`src/rtl/bus_sched_pkg.sv`:
```
// Shared types and helpers for the bus round-robin scheduler.
// State encoding, id constants and destination-field extraction.
package bus_sched_pkg;

  localparam int ID_W = 8;
  localparam int MAX_W = 1024;
  localparam logic [ID_W-1:0] BCAST_ID = 8'hFF;

  typedef enum logic [1:0] {
    IDLE,
    POP,
    DELIVER
  } state_t;

  // Destination id lives in the top byte of a packet of width sz.
  function automatic logic [ID_W-1:0] dest_of(
    input logic [MAX_W-1:0] w,
    input int sz
  );
    return w[sz-1 -: ID_W];
  endfunction

endpackage

```
`src/rtl/rr_pick.sv`:
```
// Combinational round-robin picker.
// Returns the first requester at or after ptr, wrapping at drvrs.
module rr_pick
  import bus_sched_pkg::*;
#(
  parameter int drvrs = 8
) (
  input  logic [drvrs-1:0] req,
  input  logic [ID_W-1:0]  ptr,
  output logic [ID_W-1:0]  gnt_idx,
  output logic             any_req
);

  logic [ID_W:0] w_j;

  // Scan downwards so the nearest requester to ptr wins last.
  always_comb begin
    gnt_idx = '0;
    any_req = 1'b0;
    w_j     = '0;
    for (int i = drvrs - 1; i >= 0; i--) begin
      w_j = {1'b0, ptr} + 9'(i);
      if (w_j >= 9'(drvrs)) w_j = w_j - 9'(drvrs);
      if (1'(req >> w_j)) begin
        gnt_idx = w_j[ID_W-1:0];
        any_req = 1'b1;
      end
    end
  end

endmodule

```
`src/rtl/bus_rr_scheduler.sv`:
```
// Round-robin scheduler moving one packet at a time from driver
// FIFOs onto a shared bus with unicast, broadcast and drop handling.
module bus_rr_scheduler
  import bus_sched_pkg::*;
#(
  parameter int pckg_sz = 16,
  parameter int drvrs   = 8
) (
  input  logic                     clk,
  input  logic                     reset,
  input  logic [drvrs-1:0]         pndng,
  input  logic [drvrs*pckg_sz-1:0] D_pop,
  output logic [drvrs-1:0]         pop,
  input  logic [drvrs-1:0]         full,
  output logic [drvrs-1:0]         push,
  output logic [pckg_sz-1:0]       D_push,
  output logic [ID_W-1:0]          grant_id,
  output logic                     busy,
  output logic [ID_W-1:0]          err_cnt
);

  localparam logic [drvrs-1:0] ONE  = drvrs'(1);
  localparam logic [ID_W-1:0]  NDRV = ID_W'(drvrs);

  state_t             r_state, w_state;
  logic [ID_W-1:0]    r_ptr, w_ptr;
  logic [ID_W-1:0]    r_grant, w_grant;
  logic [pckg_sz-1:0] r_pkt, w_pkt;
  logic [drvrs-1:0]   r_pop, w_pop;
  logic [drvrs-1:0]   r_push, w_push;
  logic [pckg_sz-1:0] r_dpush, w_dpush;
  logic [ID_W-1:0]    r_err, w_err;
  logic               r_busy;

  int                 w_base;
  logic [pckg_sz-1:0] w_head, w_word;
  logic [MAX_W-1:0]   w_ext;
  logic [ID_W-1:0]    w_dst, w_gnt, w_nxt_ptr;
  logic               w_any, w_bcast, w_uni, w_ok;
  logic [drvrs-1:0]   w_src, w_mask;

  rr_pick #(.drvrs(drvrs)) u_pick (
    .req     (pndng),
    .ptr     (r_ptr),
    .gnt_idx (w_gnt),
    .any_req (w_any)
  );

  assign w_base = int'(r_grant) * pckg_sz;
  assign w_head = D_pop[w_base +: pckg_sz];

  // Classify the packet: live FIFO head in POP, latched copy later.
  always_comb begin
    w_word = (r_state == POP) ? w_head : r_pkt;
    w_ext  = '0;
    w_ext[pckg_sz-1:0] = w_word;
    w_dst   = dest_of(w_ext, pckg_sz);
    w_src   = ONE << r_grant;
    w_bcast = (w_dst == BCAST_ID);
    w_uni   = (w_dst < NDRV) && (w_dst != r_grant);
    w_mask  = w_bcast ? ~w_src : (w_uni ? (ONE << w_dst) : '0);
    w_ok    = (w_bcast || w_uni) && ((full & w_mask) == '0);
    w_nxt_ptr = (r_grant == NDRV - 8'd1) ? '0 : r_grant + 8'd1;
  end

  // Next-state and next-output logic; strobes default low.
  always_comb begin
    w_state = r_state;
    w_ptr   = r_ptr;
    w_grant = r_grant;
    w_pkt   = r_pkt;
    w_pop   = '0;
    w_push  = '0;
    w_dpush = r_dpush;
    w_err   = r_err;
    unique case (r_state)
      IDLE: begin
        if (w_any) begin
          w_state = POP;
          w_grant = w_gnt;
          w_pop   = ONE << w_gnt;
        end
      end
      POP: begin
        w_state = DELIVER;
        w_pkt   = w_head;
        if (w_ok) begin
          w_push  = w_mask;
          w_dpush = w_head;
        end
      end
      DELIVER: begin
        if (r_push != '0) begin
          w_state = IDLE;
          w_ptr   = w_nxt_ptr;
        end else if (!(w_bcast || w_uni)) begin
          w_state = IDLE;
          w_ptr   = w_nxt_ptr;
          w_err   = (r_err == 8'hFF) ? r_err : r_err + 8'd1;
        end else if (w_ok) begin
          w_push  = w_mask;
          w_dpush = r_pkt;
        end
      end
      default: w_state = IDLE;
    endcase
  end

  // State and registered outputs; reset aborts any transfer.
  always_ff @(posedge clk or negedge reset) begin
    if (!reset) begin
      r_state <= IDLE;
      r_ptr   <= '0;
      r_grant <= '0;
      r_pkt   <= '0;
      r_pop   <= '0;
      r_push  <= '0;
      r_dpush <= '0;
      r_err   <= '0;
      r_busy  <= 1'b0;
    end else begin
      r_state <= w_state;
      r_ptr   <= w_ptr;
      r_grant <= w_grant;
      r_pkt   <= w_pkt;
      r_pop   <= w_pop;
      r_push  <= w_push;
      r_dpush <= w_dpush;
      r_err   <= w_err;
      r_busy  <= (w_state != IDLE);
    end
  end

  assign pop      = r_pop;
  assign push     = r_push;
  assign D_push   = r_dpush;
  assign grant_id = r_grant;
  assign busy     = r_busy;
  assign err_cnt  = r_err;

endmodule

```
`config.mk`:
```
export PLATFORM = sky130hd
export DESIGN_NAME = bus_rr_scheduler
export DESIGN_NICKNAME = d
export VERILOG_FILES = /design/src/rtl/bus_sched_pkg.sv /design/src/rtl/rr_pick.sv /design/src/rtl/bus_rr_scheduler.sv
export SDC_FILE = /design/constraint.sdc
export NUM_CORES = 1
export LEC_CHECK = 0
export ABC_AREA = 1
export BUFFER_PORTS_ARGS = -buffer_cell sky130_fd_sc_hd__buf_2
export CAP_MARGIN = 20
export CORE_MARGIN = 10
export CORE_UTILIZATION = 50
export DETAILED_ROUTE_END_ITERATION = 12
export PLACE_DENSITY_LB_ADDON = 0.2
export SYNTH_ARGS = -nofsm -noshare
export SYNTH_HDL_FRONTEND = slang
export SYNTH_SLANG_ARGS = --single-unit
```
`constraint.sdc`:
```
create_clock -name clk -period 5.15 [get_ports clk]
set_input_delay 1.03 -clock clk [delete_from_list [all_inputs] [get_ports clk]]
set_output_delay 1.03 -clock clk [all_outputs]
set_load 0.005 [all_outputs]
```
==> qor.csv, run 1 <==
metric,value,unit
status,"finished, final reports clean",
Synth Flop Type,dfrtp_1,
Die Width,142,µm
Final Max Slew Viols,0,
Setup Skew,0.00909,ns
hold-fix buffers at CTS,0,
Pwr Density,146,nW/µm²
CP required,5.39,ns
mapped cell area,7450,µm²
clk root buf,clkbuf_16,
dominant cell type by area after synthesis,dfrtp_1,
Routed WL,24.3,mm
antenna violations before repair,0,
gate count of the mapped netlist,1244,
drt drc,0,
Hold Crit Class,register to register,
I/O Buffers,194,
Max clock buf depth,2,
Final Hold Vio Count,0,
DRT iter0 DRCs,811,
share of synthesized registers carrying an async set or reset,1.00,
layout cells sized above 1,0.175,
Worst slew margin,0.352,
nets,1583,
max-cap violations,0,
CP endpoint kind,register,
Syn-to-layout area delta,17.9,%
Flop pwr share,0.461,
FMAX,249,MHz
Pint,980,µW
post-route clock period utilization,0.779,
Core Rows,44,
sequential element share of the synthesized area,0.252,
setup TNS,0,ns
first-pass GRT wire length,39.8,mm
switching share of power,0.233,
Hold Path Stages,2,
CTS sink count,75,
Synth warnings,0,
worst slack at placement,1.13,ns
Yosys top cell area share,0.252,
worst setup margin,1.14,ns
TritonCTS buffer count,9,
Synth Area per Inst,5.99,µm²
vias post-DR,8613,
GP Congestion,0.970,
worst vdd ir,0.219,mV
number of cells on the worst reg-to-reg path,24,
clock-pin slew on the worst setup and hold paths,0.06,ns
core area,14600,µm²
Final min period,4.01,ns
Lkg Pwr,0.00493,µW
gr usage total,0.234,
most frequent cells after synthesis,"nand2_1 (395), nor2_1 (148), inv_1 (143)",
final setup fails,0,
RSZ-0062 raised after global routing,false,
vias in the first global route,8197,
CTS tree,yes,
largest net degree at the start of global routing,76,
diode count,0,
Hold WS,0.468,ns
post-cts gate resize count,0,
Sw Pwr,298,µW
die area,20200,µm²
DRT Pass-1 Iters,5,
top-count cell post-synth,nand2_1,
Setup CP Type,register to register,
crit-path max FO,16,
starting density of the core,0.511,
register bit total from synthesis,75,
number of post-CTS setup repair buffers,0,
vias per inst,5.40,
Worst Setup Start Kind,register,
Final ANT Viol Nets,0,
CP Data Arrival Time,4.25,ns
Syn Nets,1420,
worst slew pin tran,0.971,ns
clock share of power,0.461,
number of flops mapped to enable cells by yosys,0,
die span in y,142,µm
Fill cells,1477,
Yosys cell types,50,
worst-skew pair later-pin latency,0.34,ns
Routed wire per std cell,15.2,µm
DP HPWL,19.1,mm
# IOs,195,
Overflow after GRT,0,
Comb pwr share,0.078,
ranking of synthesized cells by area,"dfrtp_1 (25%), nand2_1 (20%), nand3_1 (8.7%), nor2_1 (7.5%), inv_1 (7.2%)",
# H-tree levels,3,
[per-layer routing]
metal / GRT usage / up-vias / part of all wire / wire, µm
li1: - / 4334 / - / -
met1: 0.289 / 3881 / 0.42 / 10200
met2: 0.389 / 354 / 0.46 / 11300
met3: 0.0668 / 44 / 0.096 / 2340
met4: 0.0635 / 0 / 0.020 / 480
met5: 0 / - / 0 / 0
[flip-flops by register name, indices dropped and copies added (netlist names)]
name      cells
D_push       16
busy          1
err_cnt       8
grant_id      8
pop           8
push          8
r_pkt        16
r_ptr         8
r_state       2
[metrics by stage]
step / cells / cell area (µm²) / util / total power [µW]
4_1_cts: 1594 / 8750 / 0.600 / 1280
6_report: 1595 / 8780 / 0.602 / 1280
2_1_floorplan: 1244 / 7450 / - / 630
5_1_grt: 1595 / 8780 / 0.602 / 1320
3_3_place_gp: 1579 / 8480 / 0.581 / 700
3_5_place_dp: 1579 / 8480 / 0.581 / 701
[worst paths after layout]
kind                            from          end  slack [ns]
hold / removal             D_push[4]    D_push[4]        0.47
hold reg to reg            D_push[4]    D_push[4]        0.47
min in group asynchronous      reset     r_ptr[0]        0.83
setup / recovery            r_ptr[1]  grant_id[1]        1.14
setup reg to reg            r_ptr[1]  grant_id[1]        1.14
max in group asynchronous      reset  grant_id[0]        3.62
[cell type report]
class | instances | area (µm²) | area share
clock buffer | 11 | 243 | 0.0276
clock inverter | 4 | 28.8 | 0.00328
inverter | 149 | 559 | 0.0637
multi-input combinational | 966 | 4760 | 0.542
sequential | 75 | 1880 | 0.214
tap | 184 | 230 | 0.0262
timing repair buffer | 206 | 1080 | 0.123
[worst max-delay path: stages (launching register included)]
cell	delay, ns
dfrtp_1	0.36
buf_4	0.19
inv_1	0.45
ha_1	0.38
nand2_1	0.11
nand2_1	0.14
nand2_1	0.06
nand2_1	0.23
ha_1	0.25
nand3_1	0.13
nor2_1	0.20
nand3_1	0.21
nand2_1	0.12
nand2_1	0.05
nor2_1	0.21
nand3_1	0.14
nor2_1	0.10
nand2_1	0.05
nand2_1	0.06
nand2_1	0.05
nand2_1	0.07
nand2_1	0.05
nand2_1	0.10
nand2_1	0.09
o21ai_0	0.10
[layout by cell type (no fill, tap or decap), drive strengths merged]
master	n
a211oi	1
a21boi	4
a21oi	19
a31oi	1
and2	1
and3	2
buf	206
clkbuf	11
clkinv	5
clkinvlp	2
dfrtp	75
ha	30
inv	146
mux2	1
mux2i	2
nand2	398
nand3	132
nand3b	3
nand4	40
nor2	151
nor3	11
nor3b	2
nor4	2
o2111ai	1
o211ai	4
o21a	3
o21ai	94
o221ai	16
o22ai	3
o31ai	1
or2	19
or4	2
xnor2	4
xor2	19
[cell families (layout without fill, tap and decap cells)]
group,count (synthesis),in the layout,synth area share
AND/OR/NAND/NOR,763,763,0.444
multiplexers,3,3,0.00420
XOR/XNOR,23,23,0.0270
flip-flops,75,75,0.252
AO/OA/AOI/OAI,147,147,0.113
buffers and inverters,203,370,0.109
adder cells (fa/ha/maj),30,30,0.0504
[power groups by stage]
stage	Clock (µW)	Sequential, µW	Combinational [µW]
6_report	589	589	100
5_1_grt	618	589	114
4_1_cts	593	589	101
3_5_place_dp	0	600	101
3_3_place_gp	0	600	99.9
2_1_floorplan	0	600	30.2
Note: power is estimated with default switching activity, not from simulation.
==> inputs of run 2 (changes only) <==
==> constraint.sdc (replaced) <==
create_clock -name clk -period 3.4 [get_ports clk]
set_input_delay 0.68 -clock clk [delete_from_list [all_inputs] [get_ports clk]]
set_output_delay 0.68 -clock clk [all_outputs]
set_load 0.005 [all_outputs]
==> run 2 against run 1 <==
Against the previous run:
- die area stayed put
- count of clock-buffer cells in the layout is 1 lower
- sequential share of layout area is 1.1 points lower
- clock skew is 0.0016 ns higher
- routed wire length is 2.3% higher
- critical path depth is 2 lower
- first-iteration DRC count is 34% lower
- register-to-register slack worse by 0.92 ns
- final area is 5.2% higher
- hold slack worse by 0.011 ns
- largest power group is now the clock network
- highest routed layer unchanged
==> qor.csv, run 2 (synthesis gave the netlist of run 1 again) <==
metric,value,unit
CP most frequent cell,nand2_1,
internal reg-to-reg setup slack,0.22,ns
TritonCTS buffer count,9,
Lkg Pwr,0.00515,µW
layout cells sized above 1,0.216,
starting density of the core,0.511,
worst vdd ir,0.228,mV
antenna violations before repair,0,
CTS tree,yes,
clk root buf,clkbuf_16,
clock-pin slew on the worst setup and hold paths,0.06,ns
first-pass GRT wire length,40.0,mm
max-cap violations,0,
CP max stage cell,dfrtp_1,
vias in the first global route,8267,
Die Width,142,µm
worst slack at placement,0.139,ns
setup TNS,0,ns
total power,2030,µW
Sw Pwr,465,µW
die area,20200,µm²
Syn-to-layout area delta,24.0,%
hold-fix buffers at CTS,0,
Worst Setup Start Kind,register,
most frequent cells in the layout,"nand2_1 (394), buf_2 (193), nor2_1 (142), inv_1 (141), nand3_1 (128)",
Hold Crit Class,primary input to async pin,
vias per inst,5.31,
Pint,1570,µW
Max clock buf depth,2,
worst setup margin,0.224,ns
core area,14600,µm²
Core Rows,44,
Fill cells,1447,
final setup fails,0,
nets,1630,
crit-path cells,buf_4 -> ha_1 -> nand2_1 -> nand2_1 -> xor2_2 -> ha_1 -> nand2_1 -> o21ai_0 -> nand3_1 -> nand2_1 -> nand3_1 -> nor2_1 -> buf_4 -> nor2_1 -> nor2_1 -> nand2_1 -> nand2_1 -> nand2_1 -> nand2_1 -> nand2_1 -> nand2_1 -> o21ai_0,
Comb pwr share,0.075,
Final Max Slew Viols,0,
die span in y,142,µm
# H-tree levels,3,
CP required,3.60,ns
Hold WS,0.457,ns
Final ANT Viol Nets,0,
Setup CP Type,register to register,
Flop pwr share,0.439,
CP endpoint kind,register,
CP Data Arrival Time,3.38,ns
Crit path largest cell delay,0.41,ns
# IOs,195,
status,"finished, final reports clean",
worst slew pin tran,0.971,ns
Overflow after GRT,0,
drt drc,0,
Pwr Density,220,nW/µm²
placed inst area,8830,µm²
Final Hold Vio Count,0,
Routed wire per std cell,15.1,µm
GP Congestion,0.951,
clock share of power,0.486,
post-route clock period utilization,0.934,
worst-skew pair later-pin latency,0.35,ns
"Design Area, Final",9240,µm²
Setup Skew,0.0107,ns
DRT Pass-1 Iters,5,
largest net degree at the start of global routing,76,
DP HPWL,20.0,mm
"commonest non-fill, non-tap cell in the layout",nand2_1,
DRT iter0 DRCs,534,
Final min period,3.18,ns
switching share of power,0.229,
crit-path max FO,11,
diode count,0,
I/O Buffers,194,
Worst slew margin,0.353,
vias post-DR,8721,
CTS sink count,75,
FMAX,315,MHz
gr usage total,0.239,
Routed WL,24.9,mm
-- run 2: cell types whose count changed in the layout (fill, tap and decap cells not counted), moves of 3 or more --
cell,change
nor2_2,+4
inv_6,+3
buf_4,+47
ha_1,-4
ha_2,+4
nor2_1,-6
-- run 2: repair_timing --
item | CTS | global route
gates resized for setup | 0 | 27
setup buffers | 0 | 1
endpoints found under the setup margin | 0 | 51
-- run 2: path summary, 6_finish.rpt --
kind / startpoint / end / cells past startpoint
setup / recovery: r_ptr[0] / grant_id[1] / 22
hold / removal: reset / r_ptr[4] / 1
setup reg to reg: r_ptr[0] / grant_id[1] / 22
hold reg to reg: D_push[4] / D_push[4] / 2
max in group asynchronous: reset / grant_id[0] / 1
min in group clk: D_push[4] / D_push[4] / 2
-- run 2: layout make-up --
type | instances | area, µm² | area share
clock buffers | 10 | 239 | 0.0259
clock inverters | 6 | 71.3 | 0.00772
inverters | 149 | 566 | 0.0612
multi-input cells | 966 | 4830 | 0.523
flip-flops and latches | 75 | 1880 | 0.203
well taps | 184 | 230 | 0.0249
repair buffers | 253 | 1420 | 0.154
-- run 2: through the flow --
step,util,instances
3_5_place_dp,0.606,1626
2_1_floorplan,-,1244
6_report,0.633,1643
3_3_place_gp,0.606,1626
5_1_grt,0.633,1643
4_1_cts,0.627,1642
-- run 2: power by group through the flow --
stage          Sequential, µW  Combinational, µW  Clock [µW]
6_report                  893                153         989
5_1_grt                   892                175        1040
4_1_cts                   892                155        1010
3_5_place_dp              909                155           0
3_3_place_gp              909                153           0
2_1_floorplan             909               45.8           0
-- run 2: per-layer routing --
| metal | part of all wire | global-route usage |
|---|---|---|
| met5 | 0 | 0 |
| met2 | 0.46 | 0.394 |
| met1 | 0.43 | 0.294 |
| met4 | 0.019 | 0.0726 |
| met3 | 0.092 | 0.0688 |
-- run 2: worst max-delay path: cells and delay by family (launching register included) --
kind / cells / cell delay [ns]
compound gates: 2 / 0.34
xor+xnor: 1 / 0.26
fa+ha+maj: 2 / 0.43
buf+inv: 2 / 0.35
flops: 1 / 0.41
simple gates: 15 / 1.25
